`src/rtl/wr_ctrl_wb.sv`:
```
// Cache write controller: posted-write FIFO with byte enables feeding a
// lookup / allocate / fetch / commit engine, retiring strictly in FIFO order.
module wr_ctrl_wb #(
  parameter int ADDR_W     = 32,
  parameter int DATA_W     = 32,
  parameter int LIST_DEPTH = 4,
  parameter int LINE_WORDS = 32,
  parameter int WB_DEPTH   = 4,
  localparam int TAG_W = $clog2(LIST_DEPTH),
  localparam int OFS_W = $clog2(LINE_WORDS),
  localparam int BE_W  = DATA_W / 8,
  localparam int PTR_W = $clog2(WB_DEPTH),
  localparam int CNT_W = PTR_W + 1
) (
  input  logic                   clk,
  input  logic                   rst,
  input  logic                   acc_wr_valid,
  output logic                   acc_wr_ready,
  input  logic [ADDR_W-1:0]      acc_wr_addr,
  input  logic [DATA_W-1:0]      acc_wr_data,
  input  logic [BE_W-1:0]        acc_wr_be,
  output logic                   lkp_req,
  output logic [ADDR_W-1:0]      lkp_index,
  input  logic                   lkp_hit,
  input  logic [TAG_W-1:0]       lkp_tag,
  output logic                   alloc_req,
  input  logic                   alloc_gnt,
  input  logic [TAG_W-1:0]       alloc_tag,
  input  logic                   alloc_dirty,
  input  logic [ADDR_W-1:0]      alloc_victim,
  output logic                   fetch_req,
  input  logic                   fetch_gnt,
  output logic [ADDR_W-1:0]      fetch_addr,
  output logic [TAG_W-1:0]       fetch_tag,
  output logic                   fetch_wb,
  output logic [ADDR_W-1:0]      fetch_wb_addr,
  input  logic                   fetch_done,
  input  logic                   rd_busy,
  input  logic [ADDR_W-1:0]      rd_busy_addr,
  output logic                   wr_busy,
  output logic [ADDR_W-1:0]      wr_busy_addr,
  output logic                   mem_wen,
  input  logic                   mem_wready,
  output logic [TAG_W+OFS_W-1:0] mem_waddr,
  output logic [DATA_W-1:0]      mem_wdata,
  output logic [BE_W-1:0]        mem_wbe,
  output logic [CNT_W-1:0]       wb_count
);

  typedef enum logic [2:0] {
    S_IDLE, S_LOOKUP, S_CONFLICT, S_ALLOC, S_FETCH, S_WAIT_FETCH, S_WRITE
  } state_e;

  state_e state_q, state_d;

  logic [ADDR_W-1:0] addr_mem_q [WB_DEPTH];
  logic [DATA_W-1:0] data_mem_q [WB_DEPTH];
  logic [BE_W-1:0]   be_mem_q   [WB_DEPTH];
  logic [PTR_W-1:0]  wr_ptr_q, rd_ptr_q, nx_ptr_s;
  logic [CNT_W-1:0]  count_q;

  logic [TAG_W-1:0]  tag_q, tag_d;
  logic              dirty_q, dirty_d;
  logic [ADDR_W-1:0] victim_q, victim_d;

  logic              push_s, pop_s, conflict_s, same_next_s;
  logic [ADDR_W-1:0] head_addr_s, head_line_s, next_line_s;
  logic [BE_W-1:0]   head_be_s;

  assign acc_wr_ready = !rst && (count_q < CNT_W'(WB_DEPTH));
  assign push_s       = acc_wr_valid && acc_wr_ready;
  assign wb_count     = count_q;

  assign nx_ptr_s    = rd_ptr_q + PTR_W'(1);
  assign head_addr_s = addr_mem_q[rd_ptr_q];
  assign head_be_s   = be_mem_q[rd_ptr_q];
  assign head_line_s = {head_addr_s[ADDR_W-1:OFS_W], {OFS_W{1'b0}}};
  assign next_line_s = {addr_mem_q[nx_ptr_s][ADDR_W-1:OFS_W], {OFS_W{1'b0}}};
  assign conflict_s  = rd_busy && (rd_busy_addr == head_line_s);
  // Next entry may reuse the tag only if it is really there, same line, and not a drop.
  assign same_next_s = (count_q >= CNT_W'(2)) && (next_line_s == head_line_s)
                       && (be_mem_q[nx_ptr_s] != '0);

  // Buffer storage; contents are don't-care until pushed.
  always_ff @(posedge clk) begin
    if (push_s) begin
      addr_mem_q[wr_ptr_q] <= acc_wr_addr;
      data_mem_q[wr_ptr_q] <= acc_wr_data;
      be_mem_q[wr_ptr_q]   <= acc_wr_be;
    end
  end

  always_ff @(posedge clk) begin
    if (rst) begin
      wr_ptr_q <= '0;
      rd_ptr_q <= '0;
      count_q  <= '0;
      tag_q    <= '0;
      dirty_q  <= 1'b0;
      victim_q <= '0;
      state_q  <= S_IDLE;
    end else begin
      if (push_s) wr_ptr_q <= wr_ptr_q + PTR_W'(1);
      if (pop_s)  rd_ptr_q <= nx_ptr_s;
      case ({push_s, pop_s})
        2'b10:   count_q <= count_q + CNT_W'(1);
        2'b01:   count_q <= count_q - CNT_W'(1);
        default: count_q <= count_q;
      endcase
      tag_q    <= tag_d;
      dirty_q  <= dirty_d;
      victim_q <= victim_d;
      state_q  <= state_d;
    end
  end

  always_comb begin
    tag_d    = tag_q;
    dirty_d  = dirty_q;
    victim_d = victim_q;
    if (state_q == S_LOOKUP && head_be_s != '0 && !conflict_s && lkp_hit) begin
      tag_d = lkp_tag;
    end else if (state_q == S_ALLOC && alloc_gnt) begin
      tag_d    = alloc_tag;
      dirty_d  = alloc_dirty;
      victim_d = alloc_victim;
    end else begin
      tag_d = tag_q;
    end
  end

  // IDLE also looks at the push so an isolated write reaches LOOKUP one cycle later.
  always_comb begin
    state_d = state_q;
    case (state_q)
      S_IDLE:       state_d = (count_q != '0 || push_s) ? S_LOOKUP : S_IDLE;
      S_LOOKUP: begin
        if (head_be_s == '0)      state_d = (count_q >= CNT_W'(2)) ? S_LOOKUP : S_IDLE;
        else if (conflict_s)      state_d = S_CONFLICT;
        else if (lkp_hit)         state_d = S_WRITE;
        else                      state_d = S_ALLOC;
      end
      S_CONFLICT:   state_d = conflict_s ? S_CONFLICT : S_LOOKUP;
      S_ALLOC:      state_d = alloc_gnt ? S_FETCH : S_ALLOC;
      S_FETCH:      state_d = fetch_gnt ? S_WAIT_FETCH : S_FETCH;
      S_WAIT_FETCH: state_d = fetch_done ? S_WRITE : S_WAIT_FETCH;
      S_WRITE: begin
        if (!mem_wready)                 state_d = S_WRITE;
        else if (same_next_s)            state_d = S_WRITE;
        else if (count_q >= CNT_W'(2))   state_d = S_LOOKUP;
        else                             state_d = S_IDLE;
      end
      default:      state_d = S_IDLE;
    endcase
  end

  always_comb begin
    lkp_req       = 1'b0;
    lkp_index     = '0;
    alloc_req     = 1'b0;
    fetch_req     = 1'b0;
    fetch_addr    = '0;
    fetch_tag     = '0;
    fetch_wb      = 1'b0;
    fetch_wb_addr = '0;
    wr_busy       = 1'b0;
    wr_busy_addr  = '0;
    mem_wen       = 1'b0;
    mem_waddr     = '0;
    mem_wdata     = '0;
    mem_wbe       = '0;
    pop_s         = 1'b0;
    case (state_q)
      S_LOOKUP: begin
        lkp_req   = 1'b1;
        lkp_index = head_line_s;
        pop_s     = (head_be_s == '0);
      end
      S_ALLOC: begin
        alloc_req    = 1'b1;
        wr_busy      = 1'b1;
        wr_busy_addr = head_line_s;
      end
      S_FETCH: begin
        fetch_req     = 1'b1;
        fetch_addr    = head_line_s;
        fetch_tag     = tag_q;
        fetch_wb      = dirty_q;
        fetch_wb_addr = victim_q;
        wr_busy       = 1'b1;
        wr_busy_addr  = head_line_s;
      end
      S_WAIT_FETCH: begin
        wr_busy      = 1'b1;
        wr_busy_addr = head_line_s;
      end
      S_WRITE: begin
        mem_wen      = 1'b1;
        mem_waddr    = {tag_q, head_addr_s[OFS_W-1:0]};
        mem_wdata    = data_mem_q[rd_ptr_q];
        mem_wbe      = head_be_s;
        pop_s        = mem_wready;
        wr_busy      = 1'b1;
        wr_busy_addr = head_line_s;
      end
      default: pop_s = 1'b0;
    endcase
  end

endmodule

```
`config.mk`:
```
export PLATFORM = sky130hd
export DESIGN_NAME = wr_ctrl_wb
export DESIGN_NICKNAME = d
export VERILOG_FILES = /design/src/rtl/wr_ctrl_wb.sv
export SDC_FILE = /design/constraint.sdc
export NUM_CORES = 1
export LEC_CHECK = 0
export BUFFER_PORTS_ARGS = -buffer_cell sky130_fd_sc_hd__buf_2
export CORE_MARGIN = 2
export CORE_UTILIZATION = 50
export DETAILED_ROUTE_END_ITERATION = 8
export GPL_TIMING_DRIVEN = 0
export PLACE_DENSITY = 0.79
export SETUP_SLACK_MARGIN = 0.3
export SLEW_MARGIN = 20
export SYNTH_ARGS = -nofsm -noshare
export SYNTH_HDL_FRONTEND = slang
export SYNTH_SLANG_ARGS = --single-unit
```
`constraint.sdc`:
```
create_clock -name clk -period 4.7 [get_ports clk]
set_clock_uncertainty 0.15 [all_clocks]
set_input_delay 0.235 -clock clk [delete_from_list [all_inputs] [get_ports clk]]
set_output_delay 0.235 -clock clk [all_outputs]
set_load 0.02 [all_outputs]
```
After elaboration in Yosys (flattened, before gate mapping). Memories as Yosys holds them, arrays and structs flattened. A register that Yosys moved wholly into a read port is not among the register bits. Cells that the tools add are included.

Input port bits: 146. Register bits after elaboration: 45. Memories: 3. Output and inout port bits: 183. RAM bits: 272.

Memories: addr_mem_q (words 4, bits a word 32, read ports 2, clocked after memory_dff 1, write ports 1, line 56) `logic [ADDR_W-1:0] addr_mem_q [WB_DEPTH];`; data_mem_q (words 4, bits a word 32, read ports 1, clocked after memory_dff 1, write ports 1, line 57) `logic [DATA_W-1:0] data_mem_q [WB_DEPTH];`; be_mem_q (words 4, bits a word 4, read ports 2, clocked after memory_dff 1, write ports 1, line 58) `logic [BE_W-1:0] be_mem_q [WB_DEPTH];`.

$add $sub $neg: 4. Bitwise logic cells: 1. Equality and inequality tests: 10. Reductions and logical operators: 21. Order comparisons: 2. Mux-type cells: 38.

Operators with widths (number): 32-bit 2-to-1 mux (5); 32-bit equality test (1); 27-bit equality test (1); 2-bit 2-to-1 mux (11); 3-bit case mux with 7 select lines (1); 3-bit 2-to-1 mux (6); 1-bit 2-to-1 mux (11); 3-bit equality test, second input constant (3); 1-bit logical AND (9); 4-bit nonzero test (2); 7-bit 2-to-1 mux (1); 3-bit by 2-bit equality test with 1-bit output, second input constant (2); 3-bit case mux with 2 select lines (1); 2-bit by 1-bit adder with 2-bit output, second input constant (2); 4-bit logical NOT (1); 4-bit 2-to-1 mux (1); 2-bit nonzero test (2); 4-bit OR reduction (1); 3-bit by 1-bit adder with 3-bit output, second input constant (1); 3-bit by 1-bit equality test with 1-bit output, second input constant (1); 3-bit by 2-bit greater-or-equal comparator with 1-bit output, second input constant (1); 3-bit logical NOT (1); 3-bit < comparator, second input constant (1); 3-bit nonzero test (1); 8 further kinds (9).

Depth between registers and ports, before layout. An unclocked memory read counts as a cell.

Depth in word-level cells: 8. Mapped depth: 13. Gate-level depth less buffers: 10.

Least setup slack after synthesis. Ideal clock, no wire load.

Path kind: reg-to-reg. Start: reg (tool-made name). End: reg count_q[2] (netlist: wb_count[2]). Path slack: 1.359 ns. Data arrival time: 3.122 ns. Stages on the path, launching flop included: 13. Path through: dfxtp_1 buf_6 buf_4 mux4_2 or4_4 nor2_2 a21o_2 ha_1 inv_1 fa_1 xor2_1 or3_1 a21oi_1.

RTL lines: to (signal assigned) (line 106) `2'b10: count_q <= count_q + CNT_W'(1);`; to (signal assigned) (line 107) `2'b01: count_q <= count_q - CNT_W'(1);`; to (signal assigned) (line 108) `default: count_q <= count_q;`; to (decl) (line 60) `logic [CNT_W-1:0] count_q;`.

==> results.sh <==
export IMPL_status="finished, final reports clean"
export IMPL_hold_class="primary input to flop"
export IMPL_cts_sinks=319
export IMPL_grt_ovfl_total=0
export IMPL_grt_pass1_vias=11157
export IMPL_crit_type="flop to primary output"
export IMPL_grt_pass1_wl_um=62800
export IMPL_seq_power_share_pct=47.0
export IMPL_syn_area_um2=15100
export IMPL_hold_viol=0
export IMPL_path_clk_slew_ns=0.06
export IMPL_ys_warn_count=0
export IMPL_cts_root_buffer="clkbuf_16"
export IMPL_totalWireLength_um=42500
export IMPL_utilization_pct=65.6
export IMPL_wl_per_cell_um=21.8
export IMPL_rsz0062_at_grt="no"
export IMPL_worstPathRequired_ns=4.32
export IMPL_core_um2=29700
export IMPL_slew_headroom_pct=26.2
export IMPL_worstSetupEndpointType="primary output"
export IMPL_post_cts_setup_buffers=0
export IMPL_combPwrFrac_pct=14.8
export IMPL_tritoncts="done"
export IMPL_synth_cell_types=65
export IMPL_synth_area_leader_cell="edfxtp_1"
export IMPL_grt_total_usage_pct=26.5
export IMPL_port_buffers=312
export IMPL_num_vias=11061
export IMPL_start_util_pct=50.8
export IMPL_drtIter0Drc=959
export IMPL_die_y_um=178
export IMPL_drive_gt1_share_pct=34.8
export IMPL_critPathMaxFanout=10
export IMPL_synth_async_reset_ratio_pct=0
export IMPL_post_drt_via_cell_ratio=5.69
export IMPL_synth_top_cells_by_count="edfxtp_1, nand2_1, nor2_1, mux4_2"
export IMPL_numCtsBuffers=35
export IMPL_synth_area_leaders="edfxtp_1, mux4_2, dfxtp_1, nand2_1, mux2i_1"
export IMPL_place_ws_ns=0.982
export IMPL_cts_path_max_buffers=3
export IMPL_finalCritPeriodShare_pct=89.1
export IMPL_netSwitchingPower_mw=1.77
export IMPL_grt_max_degree=39
export IMPL_seq_area_um2=9110
export IMPL_p_int_mw=5.01
export IMPL_htreeDepth=2
export IMPL_tightest_slew_ns=1.10
export IMPL_p_clk_share_pct=38.2
export IMPL_synth_most_common_cell="edfxtp_1"
export IMPL_fin_tns_setup_ns=0
export IMPL_area_growth_syn_to_layout_pct=29.1
export IMPL_fillers=2140
export IMPL_vdd_drop_max_uv=335
export IMPL_ys_seq_area_share_pct=60.3
export IMPL_firstDrtPassIters=5
export IMPL_holdWs_ns=0.0862
export IMPL_stdcell_count=1944
export IMPL_postSynthCellCount=1050
export IMPL_drv_cap=0
export IMPL_multi_input_area_um2=5520
export IMPL_fin_ws_ns=0.510
export IMPL_gp_congestion=0.928
export IMPL_ant_nets=0
export IMPL_die_area_um2=31600
export IMPL_fmax_mhz=239
export IMPL_postSynth_topFlopCell="edfxtp_1"
export IMPL_maxSlewViolCount=0
export IMPL_startpoint_type="flop"
export IMPL_antenna_found_initial=4
export IMPL_p_sw_share_pct=26.1
export IMPL_fin_crit_ns=4.19
export IMPL_yosysTopAreaCellShare_pct=54.1
export IMPL_placedCellCount=1770
export IMPL_die_w_um=178
export IMPL_setup_violations=0
export IMPL_drc_errors=0
export IMPL_nets=1676
export IMPL_rows=63
export IMPL_clk_latency_ns=0.52
export IMPL_ys_seq_elements=319
export IMPL_powerDensity_nw_per_um2=348
export IMPL_avgSynthCellArea_um2=14.4
export IMPL_hpwl_um=28900
export IMPL_p_leak_nw=7.43
export IMPL_arrival_ns=3.81
export IMPL_io_pin_count=329
export IMPL_synth_edf_count=272
==> power groups by stage <==
stage | combinational, mW | clock, mW | sequential (mW)
2_1_floorplan | 0.557 | 0 | 3.24
3_3_place_gp | 0.892 | 0 | 3.25
3_5_place_dp | 0.921 | 0 | 3.25
4_1_cts | 0.998 | 2.63 | 3.19
5_1_grt | 1.08 | 2.73 | 3.19
6_report | 1.00 | 2.59 | 3.19
==> area by class of cell <==
type | instances | area share, %
Sequential cell | 319 | 46.7
Multi-Input combinational cell | 641 | 28.3
Timing Repair Buffer | 423 | 14.1
Clock buffer | 42 | 4.74
Tap cell | 390 | 2.50
Buffer | 87 | 2.49
Clock inverter | 22 | 0.809
Inverter | 17 | 0.327
Antenna cell | 3 | 0.0385
==> critical path: stages (launching register included) <==
cell and delay, ns:
dfxtp_1 0.33, buf_6 0.14, buf_6 0.21, buf_2 0.36, buf_1 0.62, buf_1 0.66
mux2i_1 0.27, nand2_1 0.07, o21ai_0 0.31, nor2_1 0.10, buf_2 0.20
==> flip-flops by register name, summed over array words and instances (netlist names), named ones only <==
register,count
dirty_q,1
addr_mem_q,128
rd_ptr_q,2
tag_q,2
wb_count,3
be_mem_q,16
state_q,3
victim_q,32
data_mem_q,128
wr_ptr_q,2
==> per-layer routing <==
| layer | track usage (%) | vias up | routed length, um |
|---|---|---|---|
| li1 | - | 4900 | - |
| met1 | 33.5 | 5463 | 16100 |
| met2 | 45.4 | 608 | 21300 |
| met3 | 5.46 | 88 | 3740 |
| met4 | 9.26 | 2 | 1250 |
| met5 | 0 | - | 13 |
==> metrics by stage <==
stage	total power, mW	instance area (um^2)
after floorplan	3.80	15200
after global placement	4.14	17200
after detailed placement	4.17	17300
after CTS	6.81	19500
after global routing	7.00	19500
final	6.78	19500
==> what timing repair did <==
item,4_1_cts,5_1_grt
hold buffers,107,0
resized for setup,0,1
endpoints found under the hold margin,313,0
setup endpoints to repair,0,1
==> worst paths after layout <==
kind / startpoint / to / slack, ns / cells after the start
setup / recovery: flop / wr_busy_addr[9] / 0.51 / 10
hold / removal: alloc_gnt / dirty_q / 0.09 / 4
setup reg to reg: flop / tag_q[0] / 0.77 / 10
hold reg to reg: victim_q[21] / victim_q[21] / 0.30 / 2
==> kinds of logic after synthesis <==
family                   count (synthesis)  share of synthesized area [%]
adder cells (fa/ha/maj)                  6                          0.547
AND/OR/NAND/NOR                        322                           10.4
buffers and inverters                  104                           3.63
XOR/XNOR                                50                           2.90
flip-flops                             319                           60.3
AO/OA/AOI/OAI                           95                           4.04
other                                    1                         0.0248
multiplexers                           153                           18.1
==> placed cells by master, fill, tap and decap left out, types with 8 or more instances in the layout <==
cell type	instances
mux2i_1	36
edfxtp_1	272
inv_1	17
nand2_1	97
nor2_1	94
clkbuf_16	36
and3_1	43
clkbuf_1	49
buf_4	16
dfxtp_1	47
buf_2	324
nor4_1	10
o21ai_0	21
mux2_2	26
mux4_1	8
dlygate4sd3_1	107
mux4_2	83
and2_1	42
xnor2_1	28
a21oi_1	44
conb_1	15
clkinv_2	9
xor2_1	22
(Power assumes the default switching activity.)
